`src/rtl/alta_bram_arb.sv`:
```
// alta_bram_arb
//   Two-client round-robin arbiter and sequencer for one port of an alta_bram.
//   Serialises client reads/writes onto the BRAM's single address/data/WeRen
//   port. It tracks read latency so that read data is returned to the client
//   that asked for it. It can also zero-fill the RAM after reset.
//
//   Optional feature: define ALTA_BRAM_ARB_STATS_EN to add a saturating
//   16-bit conflict counter (ConflictCnt) with a synchronous clear
//   (ConflictClr).
//
// Ports
//   Clk, AsyncResetN        clock, asynchronous active-low reset
//   Req/We/Addr/WData[0,1]  client requests, held stable until granted
//   Gnt0, Gnt1              combinational grant, same cycle as the request
//   RValid0, RValid1        read data valid for client 0 / 1
//   RData                   shared read data, qualified by RValid0/RValid1
//   BramAddr/BramDataIn/BramWeRen/BramClkEn  drive to BRAM port A
//   BramDataOut             BRAM port A read data
//   Busy                    high while the post-reset clear sweep runs
//   ConflictClr/ConflictCnt (ALTA_BRAM_ARB_STATS_EN only) conflict statistics

module alta_bram_arb #(
    parameter int ADDR_W         = 12,
    parameter int DATA_W         = 18,
    parameter int READ_LAT       = 1,
    parameter int CLEAR_ON_RESET = 1,
    parameter int DEPTH          = 4096
) (
    input  logic              Clk,
    input  logic              AsyncResetN,
    input  logic              Req0,
    input  logic              Req1,
    input  logic              We0,
    input  logic              We1,
    input  logic [ADDR_W-1:0] Addr0,
    input  logic [ADDR_W-1:0] Addr1,
    input  logic [DATA_W-1:0] WData0,
    input  logic [DATA_W-1:0] WData1,
    output logic              Gnt0,
    output logic              Gnt1,
    output logic              RValid0,
    output logic              RValid1,
    output logic [DATA_W-1:0] RData,
    output logic [ADDR_W-1:0] BramAddr,
    output logic [DATA_W-1:0] BramDataIn,
    output logic              BramWeRen,
    output logic              BramClkEn,
    input  logic [DATA_W-1:0] BramDataOut,
    output logic              Busy
`ifdef ALTA_BRAM_ARB_STATS_EN
    ,
    input  logic              ConflictClr,
    output logic [15:0]       ConflictCnt
`endif
);

    typedef enum logic {
        ST_INIT = 1'b0,
        ST_RUN  = 1'b1
    } state_t;

    localparam state_t            RST_STATE = (CLEAR_ON_RESET != 0) ? ST_INIT : ST_RUN;
    localparam logic [ADDR_W-1:0] LAST_ADDR = ADDR_W'(DEPTH - 1);

    state_t              state;
    state_t              state_nxt;
    logic [ADDR_W-1:0]   sweep_cnt;
    logic                last_gnt;     // 1: client 1 was granted most recently
    logic [ADDR_W-1:0]   addr_hold;
    logic [DATA_W-1:0]   data_hold;
    logic [READ_LAT-1:0] rd_vld_p;     // index = cycles since the read grant, minus one
    logic [READ_LAT-1:0] rd_id_p;

    always_ff @(posedge Clk or negedge AsyncResetN) begin
        if (!AsyncResetN) begin
            state <= RST_STATE;
        end else begin
            state <= state_nxt;
        end
    end

    // The grant and the BRAM strobes are combinational. They are gated with the
    // reset input so that every output shows its reset value as soon as reset is
    // asserted, not only at the next clock edge.
    always_comb begin
        state_nxt  = state;
        Gnt0       = 1'b0;
        Gnt1       = 1'b0;
        BramClkEn  = 1'b0;
        BramWeRen  = 1'b0;
        BramAddr   = addr_hold;
        BramDataIn = data_hold;
        Busy       = 1'b0;
        case (state)
            ST_INIT: begin
                Busy = 1'b1;
                if (AsyncResetN) begin
                    BramClkEn  = 1'b1;
                    BramWeRen  = 1'b1;
                    BramAddr   = sweep_cnt;
                    BramDataIn = '0;
                end
                if (sweep_cnt == LAST_ADDR) begin
                    state_nxt = ST_RUN;
                end
            end
            ST_RUN: begin
                if (AsyncResetN) begin
                    // On a conflict, client 0 wins unless it had the last grant.
                    if (Req0 && (!Req1 || last_gnt)) begin
                        Gnt0       = 1'b1;
                        BramClkEn  = 1'b1;
                        BramWeRen  = We0;
                        BramAddr   = Addr0;
                        BramDataIn = WData0;
                    end else if (Req1) begin
                        Gnt1       = 1'b1;
                        BramClkEn  = 1'b1;
                        BramWeRen  = We1;
                        BramAddr   = Addr1;
                        BramDataIn = WData1;
                    end
                end
            end
            default: state_nxt = RST_STATE;
        endcase
    end

    always_ff @(posedge Clk or negedge AsyncResetN) begin
        if (!AsyncResetN) begin
            sweep_cnt <= '0;
            last_gnt  <= 1'b1;
            addr_hold <= '0;
            data_hold <= '0;
            rd_vld_p  <= '0;
            rd_id_p   <= '0;
        end else begin
            if (state == ST_INIT) begin
                sweep_cnt <= sweep_cnt + 1'b1;
            end
            if (Gnt0 || Gnt1) begin
                last_gnt <= Gnt1;
            end
            // Address/data keep their last driven values while the BRAM is idle.
            if (BramClkEn) begin
                addr_hold <= BramAddr;
                data_hold <= BramDataIn;
            end
            // Read-return pipeline: stage 0 is loaded at the grant edge.
            rd_vld_p[0] <= (Gnt0 || Gnt1) && !BramWeRen;
            rd_id_p[0]  <= Gnt1;
            for (int i = 1; i < READ_LAT; i++) begin
                rd_vld_p[i] <= rd_vld_p[i-1];
                rd_id_p[i]  <= rd_id_p[i-1];
            end
        end
    end

    // The last pipeline stage lines up with BRAM data for that read.
    assign RValid0 = rd_vld_p[READ_LAT-1] && !rd_id_p[READ_LAT-1];
    assign RValid1 = rd_vld_p[READ_LAT-1] &&  rd_id_p[READ_LAT-1];
    assign RData   = rd_vld_p[READ_LAT-1] ? BramDataOut : '0;

`ifdef ALTA_BRAM_ARB_STATS_EN
    always_ff @(posedge Clk or negedge AsyncResetN) begin
        if (!AsyncResetN) begin
            ConflictCnt <= '0;
        end else if (ConflictClr) begin
            ConflictCnt <= '0;
        end else if ((state == ST_RUN) && Req0 && Req1 && (ConflictCnt != 16'hFFFF)) begin
            ConflictCnt <= ConflictCnt + 16'd1;
        end
    end
`else
    // No conflict statistics in this build.
`endif

endmodule

```
`config.mk`:
```
export PLATFORM = sky130hd
export DESIGN_NAME = alta_bram_arb
export DESIGN_NICKNAME = d
export VERILOG_FILES = /design/src/rtl/alta_bram_arb.sv
export SDC_FILE = /design/constraint.sdc
export NUM_CORES = 1
export LEC_CHECK = 0
export BUFFER_PORTS_ARGS = -buffer_cell sky130_fd_sc_hd__buf_2
export CAP_MARGIN = 20
export CORE_UTILIZATION = 47
export DETAILED_ROUTE_END_ITERATION = 12
export MAX_ROUTING_LAYER = met4
export PLACE_DENSITY_LB_ADDON = 0.08
export SLEW_MARGIN = 20
export SYNTH_ARGS = -nofsm -noshare
export SYNTH_HDL_FRONTEND = slang
export SYNTH_SLANG_ARGS = --single-unit
```
`constraint.sdc`:
```
create_clock -name Clk -period 1.5 [get_ports Clk]
set_input_delay 0.075 -clock Clk [delete_from_list [all_inputs] [get_ports Clk]]
set_output_delay 0.075 -clock Clk [all_outputs]
set_load 0.005 [all_outputs]
```
==> results of run 1 <==
-- state kept, by name, indices dropped and copies added (netlist names) --
name       count
data_hold     18
addr_hold     12
sweep_cnt     12
last_gnt       1
rd_id_p        1
rd_vld_p       1
state          1
-- logic make-up after synthesis --
group | count (synthesis) | share of synthesized area
XOR/XNOR | 11 | 0.0320
AO/OA/AOI/OAI | 118 | 0.276
multiplexers | 19 | 0.0636
flip-flops | 46 | 0.383
buffers and inverters | 32 | 0.0570
AND/OR/NAND/NOR | 98 | 0.185
adder cells (fa/ha/maj) | 1 | 0.00416
-- synthesized netlist by cell type --
| library cell | instances | area share |
|---|---|---|
| o2111ai_1 | 8 | 0.023 |
| o221ai_1 | 1 | 0.0029 |
| o21ai_1 | 2 | 0.0033 |
| nand3_1 | 4 | 0.0067 |
| mux2i_1 | 18 | 0.060 |
| clkbuf_1 | 11 | 0.014 |
| buf_6 | 3 | 0.011 |
| nand4b_4 | 1 | 0.0079 |
| a211oi_1 | 1 | 0.0025 |
| nand2_2 | 1 | 0.0021 |
| buf_1 | 1 | 0.0012 |
| a21oi_1 | 41 | 0.068 |
| dfrtp_1 | 45 | 0.37 |
| nand3b_1 | 3 | 0.0075 |
| xor2_1 | 4 | 0.012 |
| nor3_1 | 1 | 0.0017 |
| nand2_1 | 16 | 0.020 |
| o41ai_1 | 2 | 0.0058 |
| and2_1 | 20 | 0.042 |
| nor2b_1 | 7 | 0.015 |
| dfstp_2 | 1 | 0.0087 |
| inv_1 | 2 | 0.0025 |
| nand2b_4 | 1 | 0.0046 |
| a21boi_2 | 1 | 0.0037 |
| ha_1 | 1 | 0.0042 |
| mux2_2 | 1 | 0.0037 |
| a211o_1 | 1 | 0.0029 |
| or3_1 | 7 | 0.015 |
| and3_1 | 1 | 0.0021 |
| buf_4 | 4 | 0.010 |
| nand2b_1 | 10 | 0.021 |
| o2bb2ai_1 | 36 | 0.10 |
| o31ai_1 | 1 | 0.0025 |
| nor2_1 | 20 | 0.025 |
| or2_1 | 1 | 0.0021 |
| o2111ai_2 | 2 | 0.010 |
| or3_4 | 2 | 0.0075 |
| xnor2_1 | 7 | 0.020 |
| a31oi_1 | 22 | 0.046 |
| buf_2 | 11 | 0.018 |
| nand4_1 | 3 | 0.0062 |
-- power breakdown --
group	internal (W)	switching, W	total, W
Clock	0.000668	0.000433	0.00110
Combinational	0.000242	0.000291	0.000533
Sequential	0.00126	0.00000950	0.00127
Total	0.00217	0.000733	0.00290
-- tightest hold or removal path, cell delays in order --
cell      delay, ns
buf_2          0.08
nand2b_1       0.09
a21oi_1        0.05
-- what timing repair did --
| action | CTS | global route |
|---|---|---|
| setup endpoints to repair | 33 | 35 |
| hold buffers | 3 | 0 |
| gates resized for setup | 14 | 18 |
| setup buffers | 4 | 0 |
| endpoints found under the hold margin | 39 | 0 |
| pin swaps | 3 | 3 |
| gates cloned | 2 | 0 |
-- layer usage --
layer / vias up / GRT usage / part of all wire
li1: 1501 / - / -
met1: 1469 / 0.355 / 0.42
met2: 138 / 0.466 / 0.50
met3: 14 / 0.0389 / 0.062
met4: 0 / 0.0947 / 0.015
met5: - / - / 0
-- how the worst max path moves through the flow --
stage	start	endpoint	slack (ns)
final	last_gnt	BramDataIn[17]	-0.30
after global routing	last_gnt	BramWeRen	-0.37
after CTS	last_gnt	BramDataIn[17]	-0.26
after detailed placement	last_gnt	BramAddr[11]	-0.05
after global placement	last_gnt	BramAddr[9]	0.03
after floorplan	last_gnt	addr_hold[5]	0.13
-- cell type report --
type	count	area (um^2)
Tap cell	75	93.8
Clock inverter	3	68.8
Timing Repair Buffer	166	968
Inverter	2	7.51
Multi-Input combinational cell	248	1850
Clock buffer	5	68.8
Sequential cell	46	1150
Fill cell	491	1850
-- stage by stage --
step / utilization / TNS, ns / setup WS (ns) / cells
finish: 0.695 / -8.09 / -0.304 / 545
global route: 0.695 / -10.44 / -0.372 / 545
CTS: 0.681 / -7.15 / -0.264 / 545
detailed placement: 0.631 / -0.128 / -0.0474 / 529
global placement: 0.631 / 0 / 0.0312 / 529
floorplan: - / 0 / 0.127 / 325
==> metrics.cfg, run 1 <==
[setup_path]
r2r-end=data_hold[4]
slowest_stage=dfstp_2
max_stage_delay_ns=0.55
path_buf_inv=2
reg2reg_from=last_gnt
critPathCaptureType=output pin
critical_path_class=reg -> out
r2r_cells=6
required_ns=1.42
worst_ep_arrival_time_ns=1.73
cp-start-kind=register
crit_family=flip-flops
cp_max_fo=10
path_depth=6
ff2ff_setup_slack_ns=0.06
worstPathCellList=nand2b_4, and2_4, buf_12, a21oi_1, o2bb2ai_1, buf_2

[job]
maxCapViolations=0

[sta]
holdWs_ns=0.0405
fmax_mhz=554
worst_slack_ns=-0.304
period_needed_ns=1.80
finalHoldViolCount=0
clock-skew-final_ns=0.00630
slew_viol_final=0
relSlewSlack=0.641
finalCritPeriodShare=1.20
rsz0062_at_grt=yes
setup_violations=33
worstMarginPinSlew_ns=0.539

[floorplan]
start_util=0.496
io_pins=139
core_um2=6060
die_area_um2=6730
die_width_um=82.0
rows=28
fp.dieH_um=82.0

[clocking]
clk_latency_ns=0.30
cts_root_buf=clkbuf_8
cts.sinks=46
cts_tree=done
cts_max_level=2
clock_path_buffers=2
cts_buffers=5
clkTransAtPathRegs_ns=0.09

[final_layout]
mostFrequentLayoutCell=buf_2
drive_above_1_share=0.443
final_cell_mix=138 x buf_2, 45 x dfrtp_1, 33 x o2bb2ai_1, 30 x a21oi_1, 22 x a31oi_1
design_area_um2=4210
area_growth_pct=40.0
num_antenna_cells=0
layout.nets=554

[route]
firstDrtPassIters=4
drc=0
vias=3122
drt_first_iter_violations=165
ant_nets=0
wl_per_cell_um=16.8
wl_um=9180
avgViaCountPerCell=5.73

[hold_path]
min_from=We0
hp-class=in -> reg
min_path_cells=3
hold_end=rd_vld_p

[synthesis]
synth_cell_type_count=41
ys_seq_elements=46
synthCells=325
synth-seq-area-share=0.383
syn_avg_cell_area_um2=9.26
synth_area_um2=3010
yosys_warnings=0
synth_nets=410

[global_routing]
grt_use_total=0.282
gr-total-overflow=0
grt_pass1_wl_um=13800
antenna_found_initial=0
grt_max_degree=39
grt_pass1_vias=2852

[run_status]
outcome=finished with violations
violations=negative setup slack

[pwr]
powerDensity_nw_per_um2=689
vdd_drop_max_uv=784
fin_total_pwr_w=0.00290
p_leak_nw=1.98

[place]
place.detailed.hpwl_um=6360
io_buffers=138
dpl_cell_area_um2=3820
gp_congestion=0.806

Note: power is estimated with default switching activity, not from simulation.
==> inputs of run 2 (changes only) <==
--- a/config.mk
+++ b/config.mk
@@ -10,7 +10,8 @@
 export CORE_UTILIZATION = 47
 export DETAILED_ROUTE_END_ITERATION = 12
 export MAX_ROUTING_LAYER = met4
-export PLACE_DENSITY_LB_ADDON = 0.08
+export PLACE_DENSITY = 0.88
+export SETUP_SLACK_MARGIN = 0.2
 export SLEW_MARGIN = 20
 export SYNTH_ARGS = -nofsm -noshare
 export SYNTH_HDL_FRONTEND = slang
==> metrics.cfg, run 2 (same netlist as run 1, synthesis figures left out) <==
[setup_path]
startpoint=last_gnt
r2r_cells=7
critPathCaptureType=output pin
reg2reg_from=last_gnt
cp-start-kind=register
r2r-end=data_hold[1]
crit_end=BramDataIn[16]
required_ns=1.42
critical_path_class=reg -> out
worstPathCellList=nand2b_4, and2_4, clkbuf_16, a21oi_4, o2bb2ai_2, buf_2
cp_max_fo=5
ff2ff_setup_slack_ns=-0.08
slowest_stage=dfstp_2
max_stage_delay_ns=0.56
worst_ep_arrival_time_ns=1.80

[run_status]
violations=negative setup slack
outcome=finished with violations

[sta]
tns_ns=-10.40
period_needed_ns=1.87
slew_viol_final=0
finalHoldViolCount=0
worstMarginPinSlew_ns=0.454
fmax_mhz=534
setup_violations=41
worst_slack_ns=-0.374
finalCritPeriodShare=1.25
clock-skew-final_ns=0.00926
relSlewSlack=0.696
rsz0062_at_grt=yes

[place]
io_buffers=138
place.detailed.hpwl_um=6470
dpl.cell_count=531
gp_congestion=0.865
dpl_cell_area_um2=3960

[route]
avgViaCountPerCell=6.20
drc=0
vias=3522
wl_um=11400
wl_per_cell_um=20.1
ant_nets=0
firstDrtPassIters=7
drt_first_iter_violations=322

[final_layout]
design_area_um2=4820
final_cell_mix=138 x buf_2, 39 x dfrtp_1, 28 x buf_4, 22 x a31oi_1, 21 x a21oi_2
mostFrequentLayoutCell=buf_2
layout.nets=576
largest_registers=data_hold: 18 flops, addr_hold: 12 flops, sweep_cnt: 12 flops
largest_reg_flops=18
fin_cells=568
area_growth_pct=60.2
drive_above_1_share=0.579
utilization=0.795
top_register=data_hold

[clocking]
cts_max_level=2
cts_tree=done
cts.sinks=46
clk_latency_ns=0.30
clkTransAtPathRegs_ns=0.09
clock_path_buffers=2
cts_root_buf=clkbuf_8
cts_buffers=5

[global_routing]
grt_max_degree=53
gr-total-overflow=0
grt_pass1_wl_um=15100
grt_use_met2=0.530
grt_use_total=0.311
grt_pass1_vias=3140
grtUsageMet3=0.0489
grt_use_met1=0.355
antenna_found_initial=0
busiest_layer=met2

[job]
maxCapViolations=0

[pwr]
vdd_drop_max_uv=398
power.internal_w=0.00196
p_switching_w=0.000825
p_leak_nw=2.21
pwr-share-seq=0.455
clock_power_share=0.288
p_comb_frac=0.256
powerDensity_nw_per_um2=579
switching_share=0.296

[floorplan]
die_area_um2=6730
io_pins=139
rows=28
fp.dieH_um=82.0
die_width_um=82.0
core_um2=6060
start_util=0.496

[hold_path]
hp-class=in -> reg

## run 2: per-stage QoR
stage               hold WS, ns  setup slack, ns  total power, W
floorplan                -0.221            0.182         0.00156
global placement        -0.0611          -0.0246         0.00178
detailed placement      -0.0575          -0.0411         0.00179
CTS                      0.0411           -0.307         0.00265
global route             0.0523           -0.427         0.00289
finish                   0.0420           -0.374         0.00279
## run 2: metal layers
layer  wire length (um)  part of all wire
met5                  0                 0
met4                376             0.033
met3                894             0.078
met2               5900              0.52
met1               4260              0.37
## run 2: layout make-up
| cell class | count | area [um^2] |
|---|---|---|
| well taps | 75 | 93.8 |
| diodes | 1 | 2.50 |
| flip-flops and latches | 46 | 1160 |
| clock buffers | 7 | 86.3 |
| fillers | 343 | 1240 |
| repair buffers | 189 | 1260 |
| multi-input cells | 247 | 2210 |
| clock inverters | 1 | 5.00 |
| inverters | 2 | 7.51 |
## run 2: worst max-delay path: cells and delay by family (launching register included)
family / cells / cell delay (ns)
flops: 1 / 0.56
simple gates: 2 / 0.39
compound gates: 2 / 0.21
buf+inv: 2 / 0.32
## run 2: worst min-delay path by stage
stage | from | endpoint | cells past startpoint
after floorplan | AsyncResetN | addr_hold[0] | 0
after global placement | AsyncResetN | state | 1
after detailed placement | AsyncResetN | state | 1
after CTS | We0 | rd_vld_p | 3
after global routing | We1 | rd_vld_p | 3
final | We1 | rd_vld_p | 3
## run 2: repair_timing
action,4_1_cts,5_1_grt
buffers inserted,12,9
pin swaps,17,29
gates cloned,3,1
gates resized for setup,42,55
setup endpoints to repair,69,91
hold buffers,2,1
hold endpoints to repair,45,2
## run 2: power groups by stage
stage,clock network [W],logic [W],registers [W]
floorplan,0,0.000267,0.00129
global placement,0,0.000485,0.00129
detailed placement,0,0.000498,0.00129
CTS,0.000788,0.000597,0.00127
global route,0.000866,0.000754,0.00127
finish,0.000803,0.000715,0.00127
